$ cat src/rtl/dm_access_ctrl.sv
// Data-memory access controller: one load/store in flight, lane steering, misalign reject.
// Optional access watchdog enabled by defining DM_ACCESS_CTRL_TIMEOUT_EN.
module dm_access_ctrl #(
  parameter int unsigned TIMEOUT_CYC = 255
) (
  input  logic        clk,
  input  logic        rst,
  input  logic        ex_valid,
  input  logic [5:0]  ex_op,
  input  logic [31:0] ex_addr,
  input  logic [31:0] ex_wdata,
  output logic        stall,
  output logic        wb_valid,
  output logic [31:0] wb_data,
  output logic        misalign,
  output logic        err,
  output logic        mem_req,
  output logic        mem_we,
  output logic [31:0] mem_addr,
  output logic [3:0]  mem_be,
  output logic [31:0] mem_wdata,
  input  logic        mem_gnt,
  input  logic        mem_rvalid,
  input  logic [31:0] mem_rdata
);

  localparam logic [5:0] OP_LW = 6'd16, OP_SW = 6'd17, OP_LH = 6'd18;
  localparam logic [5:0] OP_SH = 6'd19, OP_LB = 6'd20, OP_SB = 6'd21;

  typedef enum logic [1:0] {IDLE, REQ, WAIT, DONE} state_t;

  state_t      state, state_nxt;
  logic [5:0]  op_q;
  logic [31:0] addr_q, wdata_q, data_q;
  logic        is_mem, misal, accept, busy, op_load, complete, capture, timeout;

  function automatic logic [3:0] byte_en(input logic [5:0] op, input logic [1:0] off);
    case (op)
      OP_SW:   byte_en = 4'b1111;
      OP_SH:   byte_en = off[1] ? 4'b1100 : 4'b0011;
      OP_SB:   byte_en = 4'b0001 << off;
      default: byte_en = 4'b0000;
    endcase
  endfunction

  function automatic logic [31:0] store_lanes(input logic [5:0] op, input logic [31:0] wd);
    case (op)
      OP_SH:   store_lanes = {2{wd[15:0]}};
      OP_SB:   store_lanes = {4{wd[7:0]}};
      default: store_lanes = wd;
    endcase
  endfunction

  function automatic logic [31:0] load_lanes(input logic [5:0] op, input logic [1:0] off,
                                             input logic [31:0] rd);
    logic [31:0] sh;
    sh = rd >> {off, 3'b000};
    case (op)
      OP_LH:   load_lanes = {16'h0000, sh[15:0]};
      OP_LB:   load_lanes = {24'h000000, sh[7:0]};
      default: load_lanes = rd;
    endcase
  endfunction

  assign is_mem  = ex_op inside {OP_LW, OP_SW, OP_LH, OP_SH, OP_LB, OP_SB};
  assign misal   = ((ex_op == OP_LW || ex_op == OP_SW) && ex_addr[1:0] != 2'b00) ||
                   ((ex_op == OP_LH || ex_op == OP_SH) && ex_addr[0]);
  // Gated by rst so the combinational outputs are also quiet while reset is held.
  assign accept  = ~rst & (state == IDLE) & ex_valid & is_mem & ~misal;
  assign busy    = (state == REQ) || (state == WAIT);
  assign op_load = op_q inside {OP_LW, OP_LH, OP_LB};

  assign complete = ((state == REQ) && mem_gnt && (!op_load || mem_rvalid)) ||
                    ((state == WAIT) && mem_rvalid);
  assign capture  = complete && op_load;

`ifdef DM_ACCESS_CTRL_TIMEOUT_EN
  localparam int CW = (TIMEOUT_CYC < 2) ? 1 : $clog2(TIMEOUT_CYC);
  logic [CW-1:0] cnt;
  logic          err_q;

  assign timeout = busy && (cnt == CW'(TIMEOUT_CYC - 1));
  assign err     = (state == DONE) & err_q;

  always_ff @(posedge clk or posedge rst) begin
    if (rst) begin
      cnt   <= '0;
      err_q <= 1'b0;
    end else if (accept) begin
      cnt   <= '0;
      err_q <= 1'b0;
    end else if (busy) begin
      cnt <= cnt + 1'b1;
      if (timeout && !complete) err_q <= 1'b1;
    end
  end
`else
  assign timeout = 1'b0;
  assign err     = 1'b0;
`endif

  always_ff @(posedge clk or posedge rst) begin
    if (rst) state <= IDLE;
    else     state <= state_nxt;
  end

  always_comb begin
    state_nxt = state;
    case (state)
      IDLE: if (accept) state_nxt = REQ;
      REQ: begin
        if (complete || timeout) state_nxt = DONE;
        else if (mem_gnt)        state_nxt = WAIT;
      end
      WAIT: if (complete || timeout) state_nxt = DONE;
      DONE: state_nxt = IDLE;
      default: state_nxt = IDLE;
    endcase
  end

  // Request fields latch on accept; the result register is zeroed so stores and aborts return 0.
  always_ff @(posedge clk or posedge rst) begin
    if (rst) begin
      op_q    <= '0;
      addr_q  <= '0;
      wdata_q <= '0;
      data_q  <= '0;
    end else if (accept) begin
      op_q    <= ex_op;
      addr_q  <= ex_addr;
      wdata_q <= ex_wdata;
      data_q  <= '0;
    end else if (capture) begin
      data_q  <= load_lanes(op_q, addr_q[1:0], mem_rdata);
    end
  end

  assign stall     = busy | accept;
  assign misalign  = ~rst & (state == IDLE) & ex_valid & is_mem & misal;
  assign mem_req   = (state == REQ);
  assign mem_we    = mem_req & ~op_load;
  assign mem_addr  = mem_req ? {addr_q[31:2], 2'b00} : 32'h0;
  assign mem_be    = mem_req ? byte_en(op_q, addr_q[1:0]) : 4'h0;
  assign mem_wdata = mem_we ? store_lanes(op_q, wdata_q) : 32'h0;
  assign wb_valid  = (state == DONE);
  assign wb_data   = wb_valid ? data_q : 32'h0;

endmodule
$ cat config.mk
export PLATFORM = sky130hd
export DESIGN_NAME = dm_access_ctrl
export DESIGN_NICKNAME = d
export VERILOG_FILES = /design/src/rtl/dm_access_ctrl.sv
export SDC_FILE = /design/constraint.sdc
export NUM_CORES = 1
export LEC_CHECK = 0
export BUFFER_PORTS_ARGS = -buffer_cell sky130_fd_sc_hd__buf_2
export CAP_MARGIN = 40
export CORE_ASPECT_RATIO = 0.7
export CORE_MARGIN = 1
export CORE_UTILIZATION = 45
export DETAILED_ROUTE_END_ITERATION = 8
export MAX_ROUTING_LAYER = met4
export PLACE_DENSITY = 0.86
export SYNTH_ARGS = -nofsm -noshare
export SYNTH_HDL_FRONTEND = slang
export SYNTH_SLANG_ARGS = --single-unit
$ cat constraint.sdc
create_clock -name clk -period 3.5 [get_ports clk]
set_input_delay 0.7 -clock clk [delete_from_list [all_inputs] [get_ports clk]]
set_output_delay 0.7 -clock clk [all_outputs]
set_load 0.02 [all_outputs]
==> results.cfg <==
[critical_path]
worstPathRequired_ns = 2.80
path_max_fanout = 9
end_kind = output pin
worstSetupPathType = register to output pin
arrival_ns = 2.45
cp-start-kind = register

[grt]
antenna_found_initial = 0
grt-ovfl-total = 0
grt_max_degree = 73
grt_pass1_wl_mm = 23.54
grt_pass1_vias = 4674
grt.total_usage = 0.2443

[route]
firstDrtPassIters = 5
vias = 4937
drt-initial-drc-count = 429
ant_nets = 0
post_drt_wl_per_cell_um = 16.13
via_per_inst = 5.337
drc = 0
routed_wl_mm = 14.92

[floorplan]
initial_core_util = 0.4720
num_rows = 33
coreArea_um2 = 11970
die_y_um = 95.77
die_area_um2 = 13020
ios = 213
die_x_um = 135.9

[clocking]
max-clock-path-buffers = 2
post_cts_buffers = 0
clk_pin_slew_worst_paths_ns = 0.07
postCtsHoldBufs = 0
clock_latency_ns = 0.34
cts-root-buf = clkbuf_16
cts_tree = built
clock-sinks = 104
cts_buffers = 9
htree_levels = 3

[synthesis]
synth_top_family_by_area = simple AND/OR/NAND/NOR gates
syn-mean-instance-area_um2 = 9.881
yosys.area.top_type_share = 0.4605
synth_edf_count = 0
post_synth_xor_area_fraction = 0.001550
synthSimpleGateAreaFrac = 0.1811
synth_flop_cell = dfrtp_1
synthAdderAreaFrac = 0.01107
yosys-mux-area-fraction = 0.1497
synthMostInstantiatedCell = dfrtp_1
post_synth_instance_area_um2 = 5652
ys.warnings.count = 0
ys_top_cells_by_area = dfrtp_1, mux2_2, and2_1
synthTopCellsByCount = dfrtp_1, mux2_2, and2_1
synth_cell_type_count = 41
synth_largest_area_cell = dfrtp_1
ys_seq_area_frac = 0.4605
synth_compound_area_frac = 0.1342
ys_ff_latch = 104
synth-async-reset-ratio = 1.000
synth_cells = 572

[finish]
num-fill-cells = 1032
areaGrowthSynthToFinish_pct = 25.90
nNetsFinal = 875
utilization = 0.5943
drive_gt1_frac = 0.4154
antenna_cells = 0

[job]
drv_cap = 0

[timing]
slew_headroom = 0.4987
setup_viol = 0
finalCritPeriodShare = 0.9001
hold_viol = 0
worst_pin_slew_ns = 0.7465
final.setup.worst_slack_ns = 0.3495
period_needed_ns = 3.151
max_freq_mhz = 317.4
fin_tns_setup_ns = 0
rsz0062_at_grt = false
drv_slew = 0
fin_skew_ns = 0.007985

[placement]
hpwl_mm = 11.14
place_ws_ns = 0.6625
port_buffers = 209
gp_congestion = 0.9399

[pwr]
p_leak_nw = 3.749
powerDensity_nw_per_um2 = 651.8
peakVddDrop_mv = 0.3468

[worst_hold_path]
hold_class = input port to async pin

[status]
run_status = complete, no violations
worst paths after layout:
| kind | from | end | slack, ns | cells after the start |
|---|---|---|---|---|
| max in group asynchronous | rst | wdata_q[31] | 2.37 | 3 |
| max | op_q[3] | mem_be[0] | 0.35 | 6 |
| min reg2reg | data_q[28] | data_q[28] | 0.50 | 1 |
| min in group clk | data_q[28] | data_q[28] | 0.50 | 1 |
| min | rst | addr_q[20] | 0.40 | 2 |
| max reg2reg | op_q[0] | data_q[12] | 1.08 | 6 |
cell type report:
cell class | instances | area (µm²) | share of cell area
Clock buffer | 11 | 242.7 | 0.03411
Clock inverter | 5 | 63.81 | 0.008968
Inverter | 32 | 122.6 | 0.01723
Multi-Input combinational cell | 394 | 2719 | 0.3821
Sequential cell | 104 | 2603 | 0.3657
Tap cell | 157 | 196.4 | 0.02761
Timing Repair Buffer | 222 | 1169 | 0.1642
flip-flops by register name (all words and copies together), names as in the netlist:
| signal | cells |
|---|---|
| wdata_q | 32 |
| addr_q | 32 |
| data_q | 32 |
| state | 2 |
| op_q | 6 |
what timing repair did:
item	in CTS	in global routing
gates resized for setup	0	1
endpoints found under the hold margin	0	0
setup endpoints to repair	0	4
critical path: stages (launching register included):
cell and delay, ns:
dfrtp_1 0.41, or3b_2 0.49, or3_1 0.52, o21ai_0 0.24, nor2b_1 0.16, o21a_1 0.12
buf_2 0.16
per-stage QoR:
| stage | power, mW | hold WS (ns) | instance area, µm² | std cells |
|---|---|---|---|---|
| 3_3_place_gp | 3.573 | 0.4759 | 6800 | 908 |
| 4_1_cts | 4.675 | 0.4222 | 7114 | 925 |
| 6_report | 4.638 | 0.4006 | 7116 | 925 |
| 5_1_grt | 4.957 | 0.4300 | 7116 | 925 |
| 3_5_place_dp | 3.626 | 0.4860 | 6808 | 909 |
| 2_1_floorplan | 3.082 | 0.4613 | 5659 | 574 |
cells in the final DEF (no fill, tap or decap), types with 2 or more instances in the layout:
| master | instances |
|---|---|
| or2_2 | 4 |
| o21a_1 | 3 |
| a22o_1 | 16 |
| buf_12 | 2 |
| mux2i_1 | 8 |
| nand2b_1 | 9 |
| nor2_4 | 2 |
| and2_1 | 62 |
| conb_1 | 3 |
| inv_6 | 2 |
| nor2b_1 | 4 |
| buf_2 | 209 |
| dfrtp_1 | 104 |
| nor3_1 | 9 |
| ha_1 | 5 |
| o21ai_0 | 10 |
| inv_1 | 31 |
| and3_1 | 8 |
| mux2_2 | 68 |
| o32ai_1 | 16 |
| nor2_1 | 31 |
| buf_4 | 11 |
| a31oi_1 | 16 |
| nand2_1 | 55 |
| clkbuf_16 | 9 |
| nand4b_1 | 2 |
| a21oi_1 | 47 |
routing by layer:
metal / track usage / vias to the layer above / wire [µm]
li1: - / 2339 / -
met1: 0.3426 / 2365 / 7001
met2: 0.3656 / 220 / 6635
met3: 0.05582 / 13 / 1141
met4: 0.04352 / 0 / 138
met5: - / - / 0
report_power, final:
part | leakage (nW) | total, mW | switching, mW | internal (mW)
combinational | 2.23 | 1.79 | 1.04 | 0.747
clock | 0.147 | 1.04 | 0.454 | 0.582
sequential | 1.37 | 1.82 | 0.235 | 1.58
kinds of logic (layout without fill, tap and decap cells):
| kind of cell | after synthesis | after routing |
|---|---|---|
| other | 1 | 3 |
| buffers and inverters | 76 | 270 |
| xor gates and xnor gates | 1 | 1 |
| and+or+nand+nor | 195 | 195 |
| AOI/OAI and AO/OA | 114 | 114 |
| DFF | 104 | 104 |
| adders and majority gates | 5 | 5 |
| muxes | 76 | 76 |
Power figures use the tool's default switching activity.
